==> config.mk <==
export PLATFORM = sky130hd
export DESIGN_NAME = run_detect_sched
export DESIGN_NICKNAME = d
export VERILOG_FILES = /design/src/rtl/run_detect_sched.sv
export SDC_FILE = /design/constraint.sdc
export NUM_CORES = 1
export LEC_CHECK = 0
export BUFFER_PORTS_ARGS = -buffer_cell sky130_fd_sc_hd__buf_2
export CORE_ASPECT_RATIO = 0.6
export CORE_MARGIN = 2
export CORE_UTILIZATION = 35
export DETAILED_ROUTE_END_ITERATION = 6
export SLEW_MARGIN = 20
export SYNTH_ARGS = -nofsm -noshare
export SYNTH_HDL_FRONTEND = slang
export SYNTH_SLANG_ARGS = --single-unit
==> constraint.sdc <==
create_clock -name clk -period 6.9 [get_ports clk]
set_clock_uncertainty 0.05 [all_clocks]
set_input_delay 2.07 -clock clk [delete_from_list [all_inputs] [get_ports clk]]
set_output_delay 2.07 -clock clk [all_outputs]
set_load 0.01 [all_outputs]
==> src/rtl/run_detect_sched.sv <==
// run_detect_sched: one run-length detector time-shared by NCH serial channels.
// A round-robin arbiter grants one requesting channel per cycle. Each channel
// keeps its own context (last bit, run count), so every channel behaves as if
// it had a private detector. A registered, channel-tagged result reports
// whether the granted channel's run has reached RUN_LEN equal bits.
// A one-cycle clr pulse starts a sweep that clears one context per cycle.
// Optional feature: define RDS_HIT_STICKY_EN to build sticky per-channel hit
// flags; without it, hit is tied to zero.
module run_detect_sched #(
  parameter int NCH     = 4,
  parameter int RUN_LEN = 4,
  parameter int CW      = 3,
  parameter int IW      = 2
) (
  input  logic           clk,
  input  logic           aclr,
  input  logic           en,
  input  logic           clr,
  input  logic [NCH-1:0] req,
  input  logic [NCH-1:0] w,
  output logic [NCH-1:0] ack,
  output logic           busy,
  output logic           z_valid,
  output logic           z,
  output logic [IW-1:0]  z_ch,
  output logic [NCH-1:0] hit
);

  typedef enum logic [1:0] {
    ST_IDLE  = 2'd0,
    ST_RUN   = 2'd1,
    ST_SWEEP = 2'd2
  } state_t;

  state_t         r_state;
  logic           r_busy;
  logic [IW-1:0]  r_rr_ptr;
  logic [IW-1:0]  r_sidx;
  logic [CW-1:0]  r_cnt [NCH];
  logic [NCH-1:0] r_last;
  logic           r_z_valid;
  logic           r_z;
  logic [IW-1:0]  r_z_ch;

  logic           w_grant;
  logic [IW-1:0]  w_gidx;
  logic [NCH-1:0] w_ack;
  logic [IW:0]    w_sum;
  logic [IW-1:0]  w_idx;
  logic           w_bit;
  logic [CW-1:0]  w_new_cnt;
  logic           w_run_hit;
  logic [IW-1:0]  w_next_ptr;

  // Round-robin search from r_rr_ptr upward, wrapping modulo NCH.
  // NOTE: every signal gets a default at the top so no path leaves one unassigned (no latch).
  always_comb begin
    w_grant = 1'b0;
    w_gidx  = '0;
    w_ack   = '0;
    w_sum   = '0;
    w_idx   = '0;
    if (r_state == ST_RUN && en && !clr) begin
      for (int k = 0; k < NCH; k++) begin
        w_sum = {1'b0, r_rr_ptr} + (IW+1)'(k);
        if (w_sum >= (IW+1)'(NCH)) w_sum = w_sum - (IW+1)'(NCH);
        w_idx = w_sum[IW-1:0];
        if (!w_grant && req[w_idx]) begin
          w_grant = 1'b1;
          w_gidx  = w_idx;
        end
      end
    end
    if (w_grant) w_ack[w_gidx] = 1'b1;
  end

  // Next run count for the granted channel: restart on a new bit, else count up saturating.
  always_comb begin
    w_bit = w[w_gidx];
    if (r_cnt[w_gidx] == '0 || w_bit != r_last[w_gidx]) begin
      w_new_cnt = CW'(1);
    end else if (r_cnt[w_gidx] >= CW'(RUN_LEN)) begin
      w_new_cnt = CW'(RUN_LEN);
    end else begin
      w_new_cnt = r_cnt[w_gidx] + CW'(1);
    end
    w_run_hit  = (w_new_cnt == CW'(RUN_LEN));
    w_next_ptr = (w_gidx == IW'(NCH-1)) ? '0 : w_gidx + IW'(1);
  end

  // Control FSM: idle/run/sweep sequencing, sweep index, busy flag and round-robin pointer.
  // NOTE: sequential state uses non-blocking assignments so all flops update from pre-edge values.
  always_ff @(posedge clk or negedge aclr) begin
    if (!aclr) begin
      r_state  <= ST_IDLE;
      r_busy   <= 1'b0;
      r_sidx   <= '0;
      r_rr_ptr <= '0;
    end else begin
      if (w_grant) r_rr_ptr <= w_next_ptr;
      case (r_state)
        ST_IDLE: begin
          if (clr) begin
            r_state <= ST_SWEEP;
            r_busy  <= 1'b1;
            r_sidx  <= '0;
          end else if (en) begin
            r_state <= ST_RUN;
          end
        end
        ST_RUN: begin
          if (clr) begin
            r_state <= ST_SWEEP;
            r_busy  <= 1'b1;
            r_sidx  <= '0;
          end else if (!en) begin
            r_state <= ST_IDLE;
          end
        end
        ST_SWEEP: begin
          if (r_sidx == IW'(NCH-1)) begin
            r_state <= en ? ST_RUN : ST_IDLE;
            r_busy  <= 1'b0;
            r_sidx  <= '0;
          end else begin
            r_sidx <= r_sidx + IW'(1);
          end
        end
        default: begin
          r_state <= ST_IDLE;
          r_busy  <= 1'b0;
        end
      endcase
    end
  end

  // Per-channel contexts: cleared one per cycle by the sweep, updated on a grant.
  // NOTE: the context array is reset explicitly because every channel must start with an empty run.
  always_ff @(posedge clk or negedge aclr) begin
    if (!aclr) begin
      for (int i = 0; i < NCH; i++) r_cnt[i] <= '0;
      r_last <= '0;
    end else if (r_state == ST_SWEEP) begin
      r_cnt[r_sidx]  <= '0;
      r_last[r_sidx] <= 1'b0;
    end else if (w_grant) begin
      r_cnt[w_gidx]  <= w_new_cnt;
      r_last[w_gidx] <= w_bit;
    end
  end

  // Tagged result one cycle after the grant; z and z_ch hold when nothing was granted.
  always_ff @(posedge clk or negedge aclr) begin
    if (!aclr) begin
      r_z_valid <= 1'b0;
      r_z       <= 1'b0;
      r_z_ch    <= '0;
    end else if (w_grant) begin
      r_z_valid <= 1'b1;
      r_z       <= w_run_hit;
      r_z_ch    <= w_gidx;
    end else begin
      r_z_valid <= 1'b0;
    end
  end

`ifdef RDS_HIT_STICKY_EN
  logic [NCH-1:0] r_hit;

  // Sticky run flags: set on a z=1 result, cleared only by reset or the channel's sweep step.
  always_ff @(posedge clk or negedge aclr) begin
    if (!aclr) begin
      r_hit <= '0;
    end else if (r_state == ST_SWEEP) begin
      r_hit[r_sidx] <= 1'b0;
    end else if (w_grant && w_run_hit) begin
      r_hit[w_gidx] <= 1'b1;
    end
  end

  assign hit = r_hit;
`else
  assign hit = '0;
`endif

  assign ack     = w_ack;
  assign busy    = r_busy;
  assign z_valid = r_z_valid;
  assign z       = r_z;
  assign z_ch    = r_z_ch;

endmodule

==> results.ini, run 1 <==
[worst_setup_path]
setup.worst_path.start=req[1]
worst-path-max-fanout=10
cp.required_ps=4780
rr_worst_depth=13
worstPathArrival_ps=3880
crit_type=input pin to output pin
cp-end-kind=output pin
r2r_setup_slack_ps=3750
reg2reg_to=z
worst_setup_path_start_kind=input pin
r2r_start=r_state[1]

[sta]
grt_setup_unrepaired=false
relSlewSlack=0.582
finalSetupViolations=0
max_freq_mhz=167
fin_setup_tns_ps=0
maxSlewViolCount=0
finalHoldViolations=0
min_period_over_period=0.870
hold_slack_ps=439
tightest_slew_ps=626
worst_slack_ps=898
fin_crit_ps=6000

[cells_and_area]
drive_gt1_frac=0.193
nets=216
area_delta_synth_final_pct=12.2
antenna_cells=0
utilization=0.406

[power_and_ir_drop]
vdd_drop_max_mv=0.140
power_density_nw_per_um2=226
leakagePower_nw=0.956

[yosys]
yosysTopAreaCell=dfrtp_1
post_synth_instance_area_um2=1650
synth_cells=169
synth_area_per_cell_um2=9.78
yosysWarnings=0
yosysUniqueCellTypes=38
synth_edf_count=0
yosys-top-cells-area=dfrtp_1 (41%), ha_1 (8.3%), mux2i_1 (6.7%)
synth_most_common_cell=dfrtp_1
synth_top_area_share=0.409
ys_async_sr_fraction=1.00
yosysSeqAreaShare=0.409
ys.flop_type=dfrtp_1
synth.cells.most_frequent=dfrtp_1 (27), nand2_1 (23), nand3_1 (16), o21ai_1 (14)
ys_ff_latch=27

[clock_network]
post-cts-setup-buffer-count=0
cts_made_buffers=3
ctsLongestPathBuffers=2
clockRootBuffer=clkbuf_8
cts_tree=yes
clock_latency_ps=280
clock_sinks=27
ctsResizeCount=0
cts_hold_buf=0
path_clk_slew_ps=90
cts.htree.levels=1

[detailed_routing]
wire_per_inst_um=13.9
num_vias=1284
drt_iter0_drc=87
ant_nets=0
via_per_inst=5.04
firstDrtPassIters=4
wl_um=3550
drc_errors=0

[placed_design]
place_ws_ps=895
portBuffers=20
dp_hpwl_um=2740
gp_congestion=0.774

[global_route]
grt-ovfl-total=0
antenna_found_initial=0
grt_pass1_wl_um=6000
grt_pass1_vias=1176
grt_max_degree=28
track_usage=0.148

[die]
die_width_um=92.7
core_um2=4560
rows=19
pin_count=25
chipHeight_um=57.2
initial_core_util=0.362
die_area_um2=5310

[min_path]
whs_endpoint=z_ch[0]
hold_depth=2
min_path_type=flip-flop to flip-flop
min_from=z_ch[0]

[status]
status=completed

[job]
drv_cap=0

[state kept, by name (all words and copies together), names as in the netlist, 2 cells and up]
name,cells
r_cnt,12
r_last,4
r_rr_ptr,2
r_sidx,2
r_state,2
z_ch,2
[worst max-delay path, cell delays in order]
cell and delay [ps]:
buf_2 140, nor2b_1 130, o311a_1 290, o311a_1 380
buf_4 200, ha_1 190, nand2_1 270, inv_1 70
buf_2 140
[stage by stage]
step | std cells | total power, W | cell area [µm²]
6_report | 255 | 0.000420 | 1850
5_1_grt | 255 | 0.000454 | 1850
4_1_cts | 255 | 0.000424 | 1850
3_5_place_dp | 251 | 0.000333 | 1810
3_3_place_gp | 251 | 0.000332 | 1810
2_1_floorplan | 172 | 0.000291 | 1660
[kinds of logic (layout without fill, tap and decap cells)]
| family | count (synthesis) | after routing | share of synthesized area |
|---|---|---|---|
| XOR/XNOR | 4 | 4 | 0.0212 |
| flip-flops | 27 | 27 | 0.409 |
| AND/OR/NAND/NOR | 61 | 61 | 0.190 |
| multiplexers | 15 | 15 | 0.0961 |
| AO/OA/AOI/OAI | 31 | 31 | 0.139 |
| other | 1 | 4 | 0.00227 |
| buffers and inverters | 19 | 39 | 0.0590 |
| adder cells (fa/ha/maj) | 11 | 11 | 0.0833 |
[cells in the final DEF (no fill, tap or decap), types with 6 or more instances in the layout]
cell	n
dfrtp_1	27
ha_1	11
inv_1	11
buf_2	20
o21ai_1	14
nand2_1	23
nor2_1	6
mux2i_1	11
nand3_1	16
[final cells by class]
class | instances | area [µm²]
sequential | 27 | 676
multi-input combinational | 126 | 891
timing repair buffer | 22 | 115
tap | 63 | 78.8
clock buffer | 4 | 45.0
inverter | 13 | 48.8
fill | 457 | 2710
[how the worst max path moves through the flow]
| stage | endpoint | slack, ps |
|---|---|---|
| floorplan | ack[1] | 1240 |
| global placement | ack[3] | 890 |
| detailed placement | ack[3] | 900 |
| CTS | ack[3] | 890 |
| global route | ack[0] | 750 |
| finish | ack[3] | 900 |
[layer usage]
layer | track usage | vias to the layer above | routed length, µm
met2 | 0.197 | 40 | 1380
met4 | 0.0441 | 0 | 44
met1 | 0.235 | 608 | 1920
met5 | 0 | - | 0
met3 | 0.0330 | 5 | 203
li1 | - | 631 | -
[power breakdown]
group	total (W)	internal [W]	leakage [nW]	switching [W]
registers	0.000204	0.000180	0.365	0.0000244
logic	0.000125	0.0000536	0.569	0.0000710
clock network	0.0000908	0.0000414	0.0228	0.0000494
Power figures use the tool's default switching activity.
==> inputs of run 2 (changes only) <==
--- a/config.mk
+++ b/config.mk
@@ -10,6 +10,7 @@
 export CORE_MARGIN = 2
 export CORE_UTILIZATION = 35
 export DETAILED_ROUTE_END_ITERATION = 6
+export MAX_ROUTING_LAYER = met4
 export SLEW_MARGIN = 20
 export SYNTH_ARGS = -nofsm -noshare
 export SYNTH_HDL_FRONTEND = slang
==> results.ini, run 2 (synthesis gave the netlist of run 1 again) <==
[clock_network]
post-cts-setup-buffer-count=0
ctsLongestPathBuffers=2
clock_sinks=27
cts_made_buffers=3
cts_hold_buf=0
cts.htree.levels=1
cts_tree=yes
path_clk_slew_ps=90
clockRootBuffer=clkbuf_8
clock_latency_ps=280
ctsResizeCount=0

[die]
initial_core_util=0.362
die_area_um2=5310
core_um2=4560
rows=19
pin_count=25
chipHeight_um=57.2
die_width_um=92.7

[global_route]
grt_pass1_wl_um=6000
grt_pass1_vias=1176
grt.busiest_layer=met1
met1_usage=0.235
grt_use_met3=0.0330
met2_usage=0.197
track_usage=0.152
antenna_found_initial=0
grt-ovfl-total=0
grt_max_degree=28

[cells_and_area]
largest_reg_flops=12
regMostFlops=r_cnt
area_delta_synth_final_pct=12.2
final_cells=255
layout.cells.most_common_list=dfrtp_1 (27), nand2_1 (23), buf_2 (20)
utilization=0.406
drive_gt1_frac=0.193
final_common_cell=dfrtp_1
regArea_um2=676
largestRegisters=r_cnt: 12 flops, r_last: 4 flops
nets=216
multi_input_area_um2=891
antenna_cells=0
fillers=457

[worst_setup_path]
worst_setup_path_start_kind=input pin
cp.required_ps=4780
worst-path-max-fanout=10
worstPathArrival_ps=3880
crit_type=input pin to output pin
cp-end-kind=output pin

[detailed_routing]
wire_per_inst_um=13.9
via_per_inst=5.04
wl_um=3550
drc_errors=0
firstDrtPassIters=4
ant_nets=0
drt_iter0_drc=87
num_vias=1284

[sta]
grt_setup_unrepaired=false
min_period_over_period=0.870
maxSlewViolCount=0
finalHoldViolations=0
tightest_slew_ps=626
fin_setup_tns_ps=0
relSlewSlack=0.582
max_freq_mhz=167
hold_slack_ps=439
worst_slack_ps=898
finalSetupViolations=0
fin_crit_ps=6000

[placed_design]
portBuffers=20
gp_congestion=0.785
dp_cells=251
dp_hpwl_um=2740
place_ws_ps=895

[status]
status=completed

[power_and_ir_drop]
leakagePower_nw=0.956
power_density_nw_per_um2=226
vdd_drop_max_mv=0.140

[min_path]
min_path_type=flip-flop to flip-flop

[job]
drv_cap=0

## run 2: worst paths after layout
| check | to | start | slack (ps) | cells after the start |
|---|---|---|---|---|
| worst min register to register | z_ch[0] | z_ch[0] | 440 | 2 |
| max in group asynchronous | r_cnt[2] | aclr | 4640 | 1 |
| worst max register to register | z | r_state[1] | 3750 | 13 |
| worst min-delay path | z_ch[0] | z_ch[0] | 440 | 2 |
| min in group asynchronous | z_ch[0] | aclr | 1750 | 1 |
| worst max-delay path | ack[3] | req[1] | 900 | 9 |
## run 2: power by group
group          internal (W)  switching [W]   total, W
logic             0.0000536      0.0000710   0.000125
registers          0.000180      0.0000244   0.000204
clock network     0.0000414      0.0000494  0.0000908
total              0.000275       0.000145   0.000420
## run 2: stage by stage
step	total power, W	instance area [µm²]
after floorplan	0.000291	1660
after global routing	0.000454	1850
after global placement	0.000332	1810
after detailed placement	0.000333	1810
final	0.000420	1850
after CTS	0.000424	1850
## run 2: layer usage
layer  part of all wire  wire (µm)
met1               0.54       1920
met2               0.39       1380
met3              0.057        203
met4              0.012         44
met5                  0          0
## run 2: layout make-up
cell class / instances / area share
multi-input combinational: 126 / 0.480
clock buffer: 4 / 0.0243
timing repair buffer: 22 / 0.0621
sequential: 27 / 0.364
tap: 63 / 0.0425
inverter: 13 / 0.0263
## run 2: worst max-delay path, stage by stage
cell and delay (ps):
buf_2 140, nor2b_1 130, o311a_1 290, o311a_1 380, buf_4 200, ha_1 190
nand2_1 270, inv_1 70, buf_2 140
